**config.mk**
```make
export PLATFORM = sky130hd
export DESIGN_NAME = conv1x1_stream
export DESIGN_NICKNAME = d
export VERILOG_FILES = /design/src/rtl/conv1x1_stream.sv
export SDC_FILE = /design/constraint.sdc
export NUM_CORES = 2
export LEC_CHECK = 0
export BUFFER_PORTS_ARGS = -buffer_cell sky130_fd_sc_hd__buf_2
export CORE_MARGIN = 4
export CORE_UTILIZATION = 45
export CTS_BUF_LIST = sky130_fd_sc_hd__clkbuf_8
export DETAILED_ROUTE_END_ITERATION = 7
export SYNTH_ARGS = -nofsm -noshare
export SYNTH_HDL_FRONTEND = slang
export SYNTH_SLANG_ARGS = --single-unit
export TNS_END_PERCENT = 100
```
**constraint.sdc**
```tcl
create_clock -name clk -period 27.9 [get_ports clk]
set_clock_uncertainty 0.2 [all_clocks]
set_input_delay 5.58 -clock clk [delete_from_list [all_inputs] [get_ports clk]]
set_output_delay 5.58 -clock clk [all_outputs]
set_load 0.1 [all_outputs]
```
**src/rtl/conv1x1_stream.sv**
```systemverilog
// Streaming 1x1 convolution: per-pixel sequential MAC with stride, fixed-point saturation and valid/ready flow.
// Define CONV1X1_STREAM_RELU_EN to clamp negative output channels to zero (fused ReLU).
module conv1x1_stream #(
    parameter int unsigned DATA_WIDTH   = 16,
    parameter int unsigned FRAC_BITS    = 8,
    parameter int unsigned IN_CHANNELS  = 4,
    parameter int unsigned OUT_CHANNELS = 4,
    parameter int unsigned IN_HEIGHT    = 4,
    parameter int unsigned IN_WIDTH     = 4,
    parameter int unsigned STRIDE       = 1
) (
    input  logic                                        clk,
    input  logic                                        rst,
    input  logic [OUT_CHANNELS*IN_CHANNELS*DATA_WIDTH-1:0] weights_flat,
    input  logic [OUT_CHANNELS*DATA_WIDTH-1:0]          bias_flat,
    input  logic                                        in_valid,
    output logic                                        in_ready,
    input  logic [IN_CHANNELS*DATA_WIDTH-1:0]           in_data,
    output logic                                        out_valid,
    input  logic                                        out_ready,
    output logic [OUT_CHANNELS*DATA_WIDTH-1:0]          out_data,
    output logic                                        out_last
);
    localparam int unsigned DW       = DATA_WIDTH;
    localparam int unsigned PW       = 2 * DATA_WIDTH;
    localparam int unsigned AW       = PW + $clog2(IN_CHANNELS) + 1;
    localparam int unsigned ICW      = (IN_CHANNELS > 1) ? $clog2(IN_CHANNELS) : 1;
    localparam int unsigned RW       = (IN_HEIGHT > 1) ? $clog2(IN_HEIGHT) : 1;
    localparam int unsigned CW       = (IN_WIDTH > 1) ? $clog2(IN_WIDTH) : 1;
    localparam int unsigned LAST_ROW = ((IN_HEIGHT - 1) / STRIDE) * STRIDE;
    localparam int unsigned LAST_COL = ((IN_WIDTH - 1) / STRIDE) * STRIDE;
    localparam logic signed [AW-1:0] SAT_MAX = {{(AW-DW+1){1'b0}}, {(DW-1){1'b1}}};
    localparam logic signed [AW-1:0] SAT_MIN = {{(AW-DW+1){1'b1}}, {(DW-1){1'b0}}};

    typedef enum logic [1:0] {S_IDLE, S_MAC, S_OUT} state_t;

    state_t                          state_q;
    logic [RW-1:0]                   row_q;
    logic [CW-1:0]                   col_q;
    logic [ICW-1:0]                  ic_q;
    logic [IN_CHANNELS*DW-1:0]       pix_q;
    logic                            last_q;
    logic signed [AW-1:0]            acc_q [OUT_CHANNELS];
    logic                            in_ready_q;
    logic                            out_valid_q;
    logic                            out_last_q;
    logic [OUT_CHANNELS*DW-1:0]      out_data_q;

    logic signed [PW-1:0]            prod_d  [OUT_CHANNELS];
    logic signed [AW-1:0]            acc_d   [OUT_CHANNELS];
    logic signed [AW-1:0]            shift_d [OUT_CHANNELS];
    logic [OUT_CHANNELS*DW-1:0]      res_d;
    logic                            accept;
    logic                            kept;
    logic                            is_last;

    assign in_ready  = in_ready_q;
    assign out_valid = out_valid_q;
    assign out_last  = out_last_q;
    assign out_data  = out_data_q;

    // in_ready_q is only ever high in IDLE, so it alone qualifies the handshake.
    assign accept  = in_valid && in_ready_q;
    assign kept    = ((32'(row_q) % STRIDE) == 32'd0) && ((32'(col_q) % STRIDE) == 32'd0);
    assign is_last = (32'(row_q) == LAST_ROW) && (32'(col_q) == LAST_COL);

    // One input channel per cycle across all filters, then rounding toward -inf and saturation.
    always_comb begin
        res_d = '0;
        for (int oc = 0; oc < OUT_CHANNELS; oc++) begin
            prod_d[oc]  = PW'($signed(pix_q[32'(ic_q)*DW +: DW]))
                        * PW'($signed(weights_flat[(oc*IN_CHANNELS + 32'(ic_q))*DW +: DW]));
            acc_d[oc]   = acc_q[oc] + AW'(prod_d[oc]);
            shift_d[oc] = acc_d[oc] >>> FRAC_BITS;
            if (shift_d[oc] > SAT_MAX) begin
                res_d[oc*DW +: DW] = {1'b0, {(DW-1){1'b1}}};
            end else if (shift_d[oc] < SAT_MIN) begin
                res_d[oc*DW +: DW] = {1'b1, {(DW-1){1'b0}}};
            end else begin
                res_d[oc*DW +: DW] = shift_d[oc][DW-1:0];
            end
`ifdef CONV1X1_STREAM_RELU_EN
            if (shift_d[oc][AW-1]) begin
                res_d[oc*DW +: DW] = '0;
            end
`endif
        end
    end

    always_ff @(posedge clk or posedge rst) begin
        if (rst) begin
            state_q     <= S_IDLE;
            row_q       <= '0;
            col_q       <= '0;
            ic_q        <= '0;
            pix_q       <= '0;
            last_q      <= 1'b0;
            in_ready_q  <= 1'b0;
            out_valid_q <= 1'b0;
            out_last_q  <= 1'b0;
            out_data_q  <= '0;
            for (int oc = 0; oc < OUT_CHANNELS; oc++) begin
                acc_q[oc] <= '0;
            end
        end else begin
            case (state_q)
                S_IDLE: begin
                    in_ready_q <= 1'b1;
                    if (accept) begin
                        if (col_q == CW'(IN_WIDTH - 1)) begin
                            col_q <= '0;
                            row_q <= (row_q == RW'(IN_HEIGHT - 1)) ? '0 : row_q + RW'(1);
                        end else begin
                            col_q <= col_q + CW'(1);
                        end
                        if (kept) begin
                            pix_q      <= in_data;
                            last_q     <= is_last;
                            ic_q       <= '0;
                            in_ready_q <= 1'b0;
                            state_q    <= S_MAC;
                            for (int oc = 0; oc < OUT_CHANNELS; oc++) begin
                                acc_q[oc] <= AW'($signed(bias_flat[oc*DW +: DW])) <<< FRAC_BITS;
                            end
                        end
                    end
                end
                S_MAC: begin
                    for (int oc = 0; oc < OUT_CHANNELS; oc++) begin
                        acc_q[oc] <= acc_d[oc];
                    end
                    if (ic_q == ICW'(IN_CHANNELS - 1)) begin
                        out_data_q  <= res_d;
                        out_valid_q <= 1'b1;
                        out_last_q  <= last_q;
                        state_q     <= S_OUT;
                    end else begin
                        ic_q <= ic_q + ICW'(1);
                    end
                end
                S_OUT: begin
                    if (out_ready) begin
                        out_valid_q <= 1'b0;
                        out_last_q  <= 1'b0;
                        in_ready_q  <= 1'b1;
                        state_q     <= S_IDLE;
                    end
                end
                default: state_q <= S_IDLE;
            endcase
        end
    end
endmodule

```
==> impl_metrics.yaml <==
layout:
  final_cell_mix: "inv_1 (1421), fa_1 (1240), nand2_1 (891)"
  final_layout_size_suffix_gt1_share_pct: 11.5
  area_growth_pct: 8.60
  layout_commonest_cell: "inv_1"
  nets: 8990
  final_cell_area_mm2: 0.0654
clock_tree:
  clkTransAtPathRegs_ns: 0.06
  clk_latency_ns: 0.77
  post-cts-setup-buffers: 0
  h-tree-depth: 2
  cts_inserted_buffers: 54
  cts_sinks: 280
  cts-root-buf: "clkbuf_8"
  ctsHoldBuffers: 0
  tritoncts: "built"
  cts_repair_resize_count: 0
  cts_buffer_depth: 3
run_status:
  outcome: "completed"
timing:
  rsz0062_at_grt: "no"
  timing.final.ws_setup_ns: 14.36
  setup_viol: 0
  drv_slew: 0
  slew_headroom_pct: 5.87
  period_share_pct: 48.5
  hold_viol_final: 0
  tightest_slew_ns: 1.41
  fin_crit_ns: 13.54
  fmax_mhz: 73.8
  tns_ns: 0
yosys:
  yosys_warnings: 0
  synth.distinct_cells: 87
  ys_ff_latch: 280
  async_reset_ff_share_pct: 100
  synth_edf_count: 0
  netlist_area_mm2: 0.0602
  ys_seq_area_share_pct: 11.6
  syn_avg_cell_area_um2: 9.03
  syn_nets: 8717
  synthCells: 6670
  synth_ff_type: "dfrtp_1"
run:
  cap_violations: 0
floorplanning:
  row_count: 133
  dieArea_mm2: 0.140
  die_w_um: 374
  pin_count: 455
  coreArea_mm2: 0.132
  start_util_pct: 45.5
  die_h_um: 374
grt:
  grt_max_degree: 120
  grt_use_total_pct: 26.3
  first_global_vias: 49400
  grt_pass1_wl_mm: 286
  grt_antenna_before_repair: 11
  gr-total-overflow: 0
worst_setup_path:
  required_ns: 28.31
  path_max_fanout: 15
  timing.rr.end: "out_data[22]"
  r2r_setup_slack_ns: 16.73
  worstRegToRegCells: 27
  crit_slowest_cell: "fa_1"
  worstSetupPathType: "input pin to flip-flop"
  worstPathArrival_ns: 13.95
  critPathMaxStageDelay_ns: 0.78
  worstSetupStartpoint: "weights_flat[209]"
  end_kind: "flip-flop"
  cp_common_cell: "fa_1"
  cp-start-kind: "input pin"
  r2r_start: "ic_q[1]"
routing:
  drt_wl_total_mm: 181
  vias: 47000
  ant_nets: 0
  drtIter0Drc: 3291
  vias_per_cell: 5.38
  drc: 0
  drtPass1Iterations: 6
  post_drt_wl_per_cell_um: 20.7
place:
  place_area_mm2: 0.0644
  gp_congestion: 0.907
  portBuffers: 454
  place_hpwl_mm: 142
  post-place-ws_ns: 13.65
min_path:
  hold-path-endpoint: "pix_q[44]"
  min_from: "pix_q[44]"
  hp-class: "flip-flop to flip-flop"
  whs_path_depth: 2
## cells by family after synthesis
logic type | count (synthesis) | share of synthesized area (%)
AOI/OAI and AO/OA | 827 | 8.88
xor gates and xnor gates | 128 | 1.86
adders and majority gates | 1659 | 49.9
buffers and inverters | 1720 | 10.8
DFF | 280 | 11.6
muxes | 148 | 3.20
and+or+nand+nor | 1908 | 13.7
## Yosys cell counts, types with 61 or more instances
master       n  area, um2
mux2i_1     61        611
clkbuf_1   263        987
o21ai_0    196        981
dfrtp_1    280       7010
inv_1     1399       5250
and2_1     126        788
nand2_1    892       3350
nor2_1     589       2210
a21oi_1    183        916
a21o_1      72        541
fa_1      1240      24800
xnor2_1     90        788
ha_1       419       5240
## state kept, by name (all words and copies together), names as in the netlist
name / cells
ic_q: 2
col_q: 2
row_q: 2
out_data: 64
out_valid: 1
last_q: 1
in_ready: 1
out_last: 1
acc_q: 140
state_q: 2
pix_q: 64
## how the worst max path moves through the flow
stage	endpoint	cells after the start	slack, ns
6_report	out_data[51]	27	14.36
5_1_grt	out_data[22]	25	13.83
4_1_cts	out_data[59]	27	14.52
3_5_place_dp	out_data[62]	27	13.65
3_3_place_gp	out_data[55]	27	13.84
2_1_floorplan	acc_q[0]	1	14.40
## per-layer routing
metal	share of wire (%)	up-vias	routed length (um)	track usage, %
met4	3.5	4	6260	7.22
met2	48	1546	86200	44.0
met5	0.012	-	22	0
met1	42	24100	75800	35.6
li1	-	21100	-	-
met3	6.9	226	12400	4.04
## critical path, delay by kind of cell
kind	cells	cell delay, ns
AO/OA/AOI/OAI	7	2.21
buffers and inverters	6	0.57
multiplexers	1	0.38
AND/OR/NAND/NOR	6	1.32
adder cells (fa/ha/maj)	7	3.85
## through the flow
stage / instances / util, % / hold WS [ns]
floorplan: 6670 / - / 0.240
global placement: 8641 / 48.7 / 0.253
detailed placement: 8641 / 48.7 / 0.259
CTS: 8736 / 49.4 / 0.274
global route: 8738 / 49.4 / 0.285
finish: 8744 / 49.5 / 0.272
## area by class of cell
type | count | area [um2]
clock buffers | 61 | 840
well taps | 1755 | 2200
fillers | 12700 | 66900
multi-input cells | 4670 | 47000
repair buffers | 538 | 2920
inverters | 1399 | 5260
clock inverters | 34 | 194
flip-flops and latches | 280 | 7010
diodes | 7 | 17.5
Power is left out: the tool's default activity adds up to more than one toggle a clock period on the data nets, which glitch-free logic cannot reach.
